File: src/rtl/cpu_4bit_core.sv
// rtl/cpu_4bit_core.sv - single-cycle 4-bit core: 4x4b regs, Z flag, 16x4 DMEM, 4b PC
// Optional debug ports under CPU_4BIT_DEBUG_EN.
module cpu_4bit_core (
  input  logic        clk,
  input  logic        reset_n,
  input  logic [7:0]  instr_data,
  output logic [3:0]  instr_addr
`ifdef CPU_4BIT_DEBUG_EN
  ,
  output logic [15:0] dbg_regs,
  output logic        dbg_z
`endif
);

  typedef enum logic [3:0] {
    OP_NOP  = 4'h0, OP_MOVI = 4'h1, OP_MOV  = 4'h2, OP_ADD  = 4'h3,
    OP_SUB  = 4'h4, OP_ADDI = 4'h5, OP_SUBI = 4'h6, OP_LSLI = 4'h7,
    OP_LSRI = 4'h8, OP_AND  = 4'h9, OP_OR   = 4'hA, OP_LD   = 4'hB,
    OP_ST   = 4'hC, OP_B    = 4'hD, OP_BEQ  = 4'hE, OP_BNE  = 4'hF
  } opcode_e;

  logic [3:0] rf_q   [4];
  logic [3:0] dmem_q [16];
  logic [3:0] pc_q;
  logic       z_q;

  opcode_e    opcode;
  logic [1:0] val2;
  logic [1:0] src;
  logic [1:0] dst;
  logic [3:0] rd_val;
  logic [3:0] rs_val;
  logic [3:0] res_d;
  logic [3:0] pc_d;
  logic       rf_we;
  logic       z_we;
  logic       dm_we;

  assign instr_addr = pc_q;

  always_comb begin
    opcode = opcode_e'(instr_data[7:4]);
    val2   = instr_data[3:2];
    src    = instr_data[3:2];
    dst    = instr_data[1:0];
    rd_val = rf_q[dst];
    rs_val = rf_q[src];
    res_d  = rd_val;
    pc_d   = pc_q + 4'd1;
    rf_we  = 1'b0;
    z_we   = 1'b0;
    dm_we  = 1'b0;
    case (opcode)
      OP_NOP:  ;
      OP_MOVI: begin res_d = {2'b00, val2};            rf_we = 1'b1; end
      OP_MOV:  begin res_d = rs_val;                   rf_we = 1'b1; end
      OP_ADD:  begin res_d = rd_val + rs_val;          rf_we = 1'b1; z_we = 1'b1; end
      OP_SUB:  begin res_d = rd_val - rs_val;          rf_we = 1'b1; z_we = 1'b1; end
      OP_ADDI: begin res_d = rd_val + {2'b00, val2};   rf_we = 1'b1; z_we = 1'b1; end
      OP_SUBI: begin res_d = rd_val - {2'b00, val2};   rf_we = 1'b1; z_we = 1'b1; end
      OP_LSLI: begin res_d = rd_val << val2;           rf_we = 1'b1; z_we = 1'b1; end
      OP_LSRI: begin res_d = rd_val >> val2;           rf_we = 1'b1; z_we = 1'b1; end
      OP_AND:  begin res_d = rd_val & rs_val;          rf_we = 1'b1; z_we = 1'b1; end
      OP_OR:   begin res_d = rd_val | rs_val;          rf_we = 1'b1; z_we = 1'b1; end
      OP_LD:   begin res_d = dmem_q[rs_val];           rf_we = 1'b1; end
      OP_ST:   dm_we = 1'b1;
      OP_B:    pc_d = instr_data[3:0];
      OP_BEQ:  if (z_q)  pc_d = instr_data[3:0];
      OP_BNE:  if (!z_q) pc_d = instr_data[3:0];
      default: ;
    endcase
  end

  // DMEM is cleared by reset too, so it lives in flops rather than a RAM macro.
  always_ff @(posedge clk or negedge reset_n) begin
    if (!reset_n) begin
      pc_q <= 4'd0;
      z_q  <= 1'b0;
      for (int i = 0; i < 4; i++)  rf_q[i]   <= 4'd0;
      for (int i = 0; i < 16; i++) dmem_q[i] <= 4'd0;
    end else begin
      pc_q <= pc_d;
      if (z_we)  z_q <= (res_d == 4'd0);
      if (rf_we) rf_q[dst] <= res_d;
      if (dm_we) dmem_q[rd_val] <= rs_val;
    end
  end

`ifdef CPU_4BIT_DEBUG_EN
  assign dbg_regs = {rf_q[3], rf_q[2], rf_q[1], rf_q[0]};
  assign dbg_z    = z_q;
`endif

endmodule

File: config.mk
export PLATFORM = sky130hd
export DESIGN_NAME = cpu_4bit_core
export DESIGN_NICKNAME = d
export VERILOG_FILES = /design/src/rtl/cpu_4bit_core.sv
export SDC_FILE = /design/constraint.sdc
export NUM_CORES = 1
export LEC_CHECK = 0
export ABC_AREA = 1
export BUFFER_PORTS_ARGS = -buffer_cell sky130_fd_sc_hd__buf_2
export CAP_MARGIN = 20
export CORE_AREA = 2 2 97 99
export DETAILED_ROUTE_END_ITERATION = 10
export DIE_AREA = 0 0 99 101
export GPL_TIMING_DRIVEN = 0
export PLACE_DENSITY = 0.78
export SLEW_MARGIN = 20
export SYNTH_ARGS = -nofsm -noshare
export SYNTH_HDL_FRONTEND = slang
export SYNTH_SLANG_ARGS = --single-unit
File: constraint.sdc
create_clock -name clk -period 2.78 [get_ports clk]
set_clock_uncertainty 0.2 [all_clocks]
set_input_delay 0 -clock clk [delete_from_list [all_inputs] [get_ports clk]]
set_output_delay 0 -clock clk [all_outputs]
set_load 0.02 [all_outputs]
After elaboration in Yosys (flattened, before gate mapping):

Cells that the tools add are included.

* output and inout bits: 4
* bits in registers: 85

* order comparisons: 6
* $add $sub $neg: 5
* reduce and logical (&&, ||, !) cells: 5
* shift operators: 2
* bitwise operators: 6
* equality and inequality tests: 15
* mux-type cells: 22

Operators with widths (count)
* $bwmux W64: 1
* $pmux W4 S11: 1
* $mux W4: 10
* $eq A4 B4 Y1 const B: 8
* $bmux W4 S2: 2
* $bmux W4 S4: 1
* $bwmux W16: 1
* $demux W4 S4: 1
* $eq A4 B3 Y1 const B: 4
* $pmux W4 S3: 1
* $reduce_or A11 Y1: 1
* $ge A5 B5 Y1 const B: 2
* $not A4 Y5: 2
* $demux W4 S2: 1
* $eq A4 B2 Y1 const B: 2
* $reduce_or A8 Y1: 1
* $ge A3 B3 Y1 const B: 2
* $not A2 Y3: 2
* $lt A5 B1 Y1 const B: 1
* $add A4 B1 Y4 const B: 1
* $add A4 B2 Y4: 1
* $add A4 B4 Y4: 1
* $and A4 B4 Y4: 1
* $eq A4 B1 Y1 const B: 1
* 9 further kinds: 12

Logic depth before layout (Yosys ltp):

* depth after elaboration: 10
* gate-level depth with buffers: 25
* mapped depth without buffers: 22

Least setup slack after synthesis:

No wires, ideal clock.

* kind: register -> register
* start: reg rf_q[0] in the netlist's numbering
* end: reg rf_q[3] in the netlist's numbering
* path slack: -0.291 ns
* path buffers: 2
* cell stages (with the launch flop): 21
* arrival: 2.753 ns
* library setup time: 0.118 ns
* data required time: 2.462 ns
* cell sequence: dfrtp_1 -> nand2_1 -> nand3_2 -> nand2_4 -> buf_2 -> clkbuf_1 -> ha_1 -> o21a_1 -> inv_1 -> ha_1 -> nand2_1 -> nor2_1 -> a211oi_1 -> xnor2_1 -> inv_1 -> nand2_1 -> nand2_1 -> nand2_1 -> nand3_2 -> o21ai_1 -> inv_1

* word-level cells in the longest chain between the ends: 9
* elaborated cells on any way between the ends: 18
* classes of those cells: 4 x add/sub; 2 x shift; 11 x mux; 1 x bitwise

Ends and longest elaborated chain
* start: declaration: line 22 `logic [3:0] rf_q [4];`
* start signal: indexed assignment: line 84 `if (rf_we) rf_q[dst] <= res_d;`
* $bmux W4 S2: line 47 `rs_val = rf_q[src];`
* $mux W4 (implied by the code) (2 in series): line 47
* $not A4 Y5 (implied by the code): line 65 `OP_LD: begin res_d = dmem_q[rs_val]; rf_we = 1'b1; end`
* $bmux W4 S4: line 65
* $mux W4 (implied by the code) (2 in series): line 65
* $pmux W4 S11 (*): line 53 `case (opcode)`
* $bwmux W16 (*): line 84

Mark *: on every way between the ends. The rest lies on a longest branch, timed or not. The select of a mux whose other input is x is not followed.
A chain may end at the register's enable or synchronous reset.

Final worst setup path:

* start: reg rf_q[9] in the netlist's numbering
* end: reg z_q

* word-level cells in the longest chain between the ends: 9
* elaborated cells on any way between the ends: 20
* classes of those cells: 4 x add/sub; 2 x shift; 10 x mux; 3 x bitwise; 1 x reduce/logical

Ends and longest elaborated chain
* $bmux W4 S2: line 47
* $mux W4 (implied by the code) (2 in series): line 47
* $not A4 Y5 (implied by the code): line 65
* $bmux W4 S4: line 65
* $mux W4 (implied by the code) (2 in series): line 65
* $pmux W4 S11 (*): line 53
* $logic_not A4 Y1 (*): line 83 `if (z_we) z_q <= (res_d == 4'd0);`
* end signal: assignment: line 83
* end: declaration: line 25 `logic z_q;`

Marks and branches as above.

==> flow_summary.ini <==
[logic_synthesis]
avgSynthCellArea_sq_um = 7.39
synthArstFlopShare = 1.00
ys_seq_elements = 85
yosysTopAreaCell = dfrtp_1
syn_nets = 686
synth.area.top_cells = dfrtp_1 (43%), nand2_1 (16%), nand3_1 (10%)
ys_warn_count = 0
yosysMostFrequentCell = nand2_1
synth-edff-count = 0
synth_common_cells = nand2_1 (216), nand3_1 (100), dfrtp_1 (85)
ys_seq_area_frac = 0.430
synth_flop_cell = dfrtp_1
syn_area_sq_um = 4950
postSynthCellCount = 669
synth_top_area_frac = 0.430
ys_types = 33

[floorplan]
ios = 14
rows = 35
die_w_um = 99
die_y_um = 101
die_area_sq_um = 10000
coreArea_sq_um = 8980
initial_core_util = 0.551

[placed_design]
postPlaceCellArea_sq_um = 5220
gp_congestion = 0.965
hpwl_um = 9710
placedCellCount = 792
post-place-ws_ns = -0.506
port_buffers = 11

[setup_path]
worst-r2r-setup-slack_ns = -0.08
crit_type = flip-flop to flip-flop
setup.worst_path.end_class = flip-flop
max_stage_delay_ns = 0.41
worstPathArrival_ns = 2.97
required_ns = 2.89
worst-path-max-fanout = 5
worstSetupStartpointType = flip-flop
cp_common_cell = nand2_1
path_cells = nand2_2, nand3_2, nand2_4, buf_12, ha_4, xor2_1, o21ai_1, ha_1, nand2_1, nor2_2, a211oi_2, xnor2_1, inv_1, nand2_1, nand2_1, nand2_2, nand3_4, nand2_2, nand3_2, nand2_1
slowest_stage = dfrtp_1

[route]
final_antenna_net_count = 0
drtIter0Drc = 515
wl_um = 14100
wire_per_inst_um = 17.0
first_pass_iters = 5
drc = 0
avgViaCountPerCell = 5.83
vias = 4847

[cells_and_area]
finish.net_count = 732
fillers = 796
post-route-util = 0.641
diodes = 0
fin_cells = 831
layout-drive-gt1-share = 0.169
area_growth_pct = 16.4
finalInstanceArea_sq_um = 5760

[power_and_ir_drop]
clkPwrFrac = 0.203
leakage_nw = 2.78
p_sw_w = 0.00193
pwr-share-comb = 0.415
pwr-share-seq = 0.382
internal_power_w = 0.00277
p_per_area_nw_per_um2 = 817
ir_worst_vdd_v = 0.000344
p_sw_frac = 0.410

[clocking]
clock_sinks = 85
cts_root_buffer = clkbuf_8
cts_buffers = 9
clk_latency_ns = 0.38
cts-htree-levels = 3
clk_pin_slew_ns = 0.10
clock_tree.buffer_depth = 2
tritoncts = built

[timing]
maxSlewHeadroom = 0.462
worst_pin_slew_ns = 0.806
maxSlewViolCount = 0
finalSetupViolCount = 5
max_freq_ghz = 0.350
min_period_ns = 2.86
grt_setup_unrepaired = yes
layout_setup_ws_ns = -0.0762
tns_ns = -0.257
fin_crit_sh = 1.03
hold_violations = 0

[worst_hold_path]
hold_path_class = input pin to flip-flop

[outcome]
violations = setup timing
status = finished with violations

[global_routing]
grt_max_degree = 51
grt_overflow = 0
grt_pass1_vias = 4618
antenna_found_initial = 0
grt_pass1_wl_um = 23100
grtUsageTotal = 0.297

[job]
max_cap_viol_count = 0
## power by group through the flow
stage,clock network [W],logic [W],registers (W)
2_1_floorplan,0,0.00122,0.00180
3_3_place_gp,0,0.00164,0.00180
3_5_place_dp,0,0.00170,0.00181
4_1_cts,0.000958,0.00183,0.00179
5_1_grt,0.00101,0.00217,0.00183
6_report,0.000956,0.00195,0.00180
## timing repair
action,in CTS,in global routing
pin swaps,8,13
hold endpoints to repair,90,0
hold buffers,8,0
setup endpoints to repair,13,13
gates resized for setup,15,25
buffers inserted,15,4
## cells in the final DEF (no fill, tap or decap), drive strengths merged, types with 2 or more instances in the layout
cell,instances
nor2,39
o21a,2
nor3,6
a21oi,16
buf,51
clkbuf,11
nand3,108
nand2,222
mux2i,7
dfrtp,85
xnor2,2
o21ai,87
ha,6
o2111ai,3
inv,58
dlygate4sd3,7
xor2,3
## cells by family after synthesis
group | share of synthesized area
xor+xnor | 0.00886
simple gates | 0.333
flops | 0.430
compound gates | 0.119
buf+inv | 0.0759
fa+ha+maj | 0.0192
mux | 0.0142
## final timing paths
check,startpoint,cells after the start,to
max,rf_q[9],20,z_q
min,instr_data[7],5,z_q
max reg2reg,rf_q[9],20,z_q
min reg2reg,dmem_q[11],2,dmem_q[11]
max in group asynchronous,reset_n,4,rf_q[7]
min in group asynchronous,reset_n,4,dmem_q[60]
## per-layer routing
layer / share of wire / track usage
met4: 0.024 / 0.0938
met2: 0.46 / 0.477
met1: 0.42 / 0.408
met5: 0 / 0
met3: 0.096 / 0.0617
## worst max-delay path, delay by kind of cell (launching register included)
kind                       cells  cell delay, ns
and+or+nand+nor               12            1.01
adders and majority gates      2            0.44
DFF                            1            0.41
xor gates and xnor gates       2            0.30
AOI/OAI and AO/OA              2            0.25
buffers and inverters          2            0.19
## final cells by class
type                    count  area [sq um]  area share
well taps                 111           139      0.0241
clock buffers               9           124      0.0215
clock inverters             7          86.3      0.0150
inverters                  53           206      0.0359
plain buffers              21           184      0.0320
multi-input cells         506          2560       0.445
repair buffers             39           325      0.0565
flip-flops and latches     85          2130       0.370
## sequential cells by signal, indices dropped and copies added (netlist names)
name and flops:
dmem_q 64, instr_addr 4, rf_q 16, z_q 1
## per-stage QoR
step,hold WS [ns],total power (W)
floorplan,-0.496,0.00302
CTS,0.000638,0.00457
detailed placement,-0.209,0.00351
global route,0.0792,0.00501
global placement,0.0850,0.00344
finish,0.00813,0.00470
No activity file was read; power rests on OpenSTA's default activity.
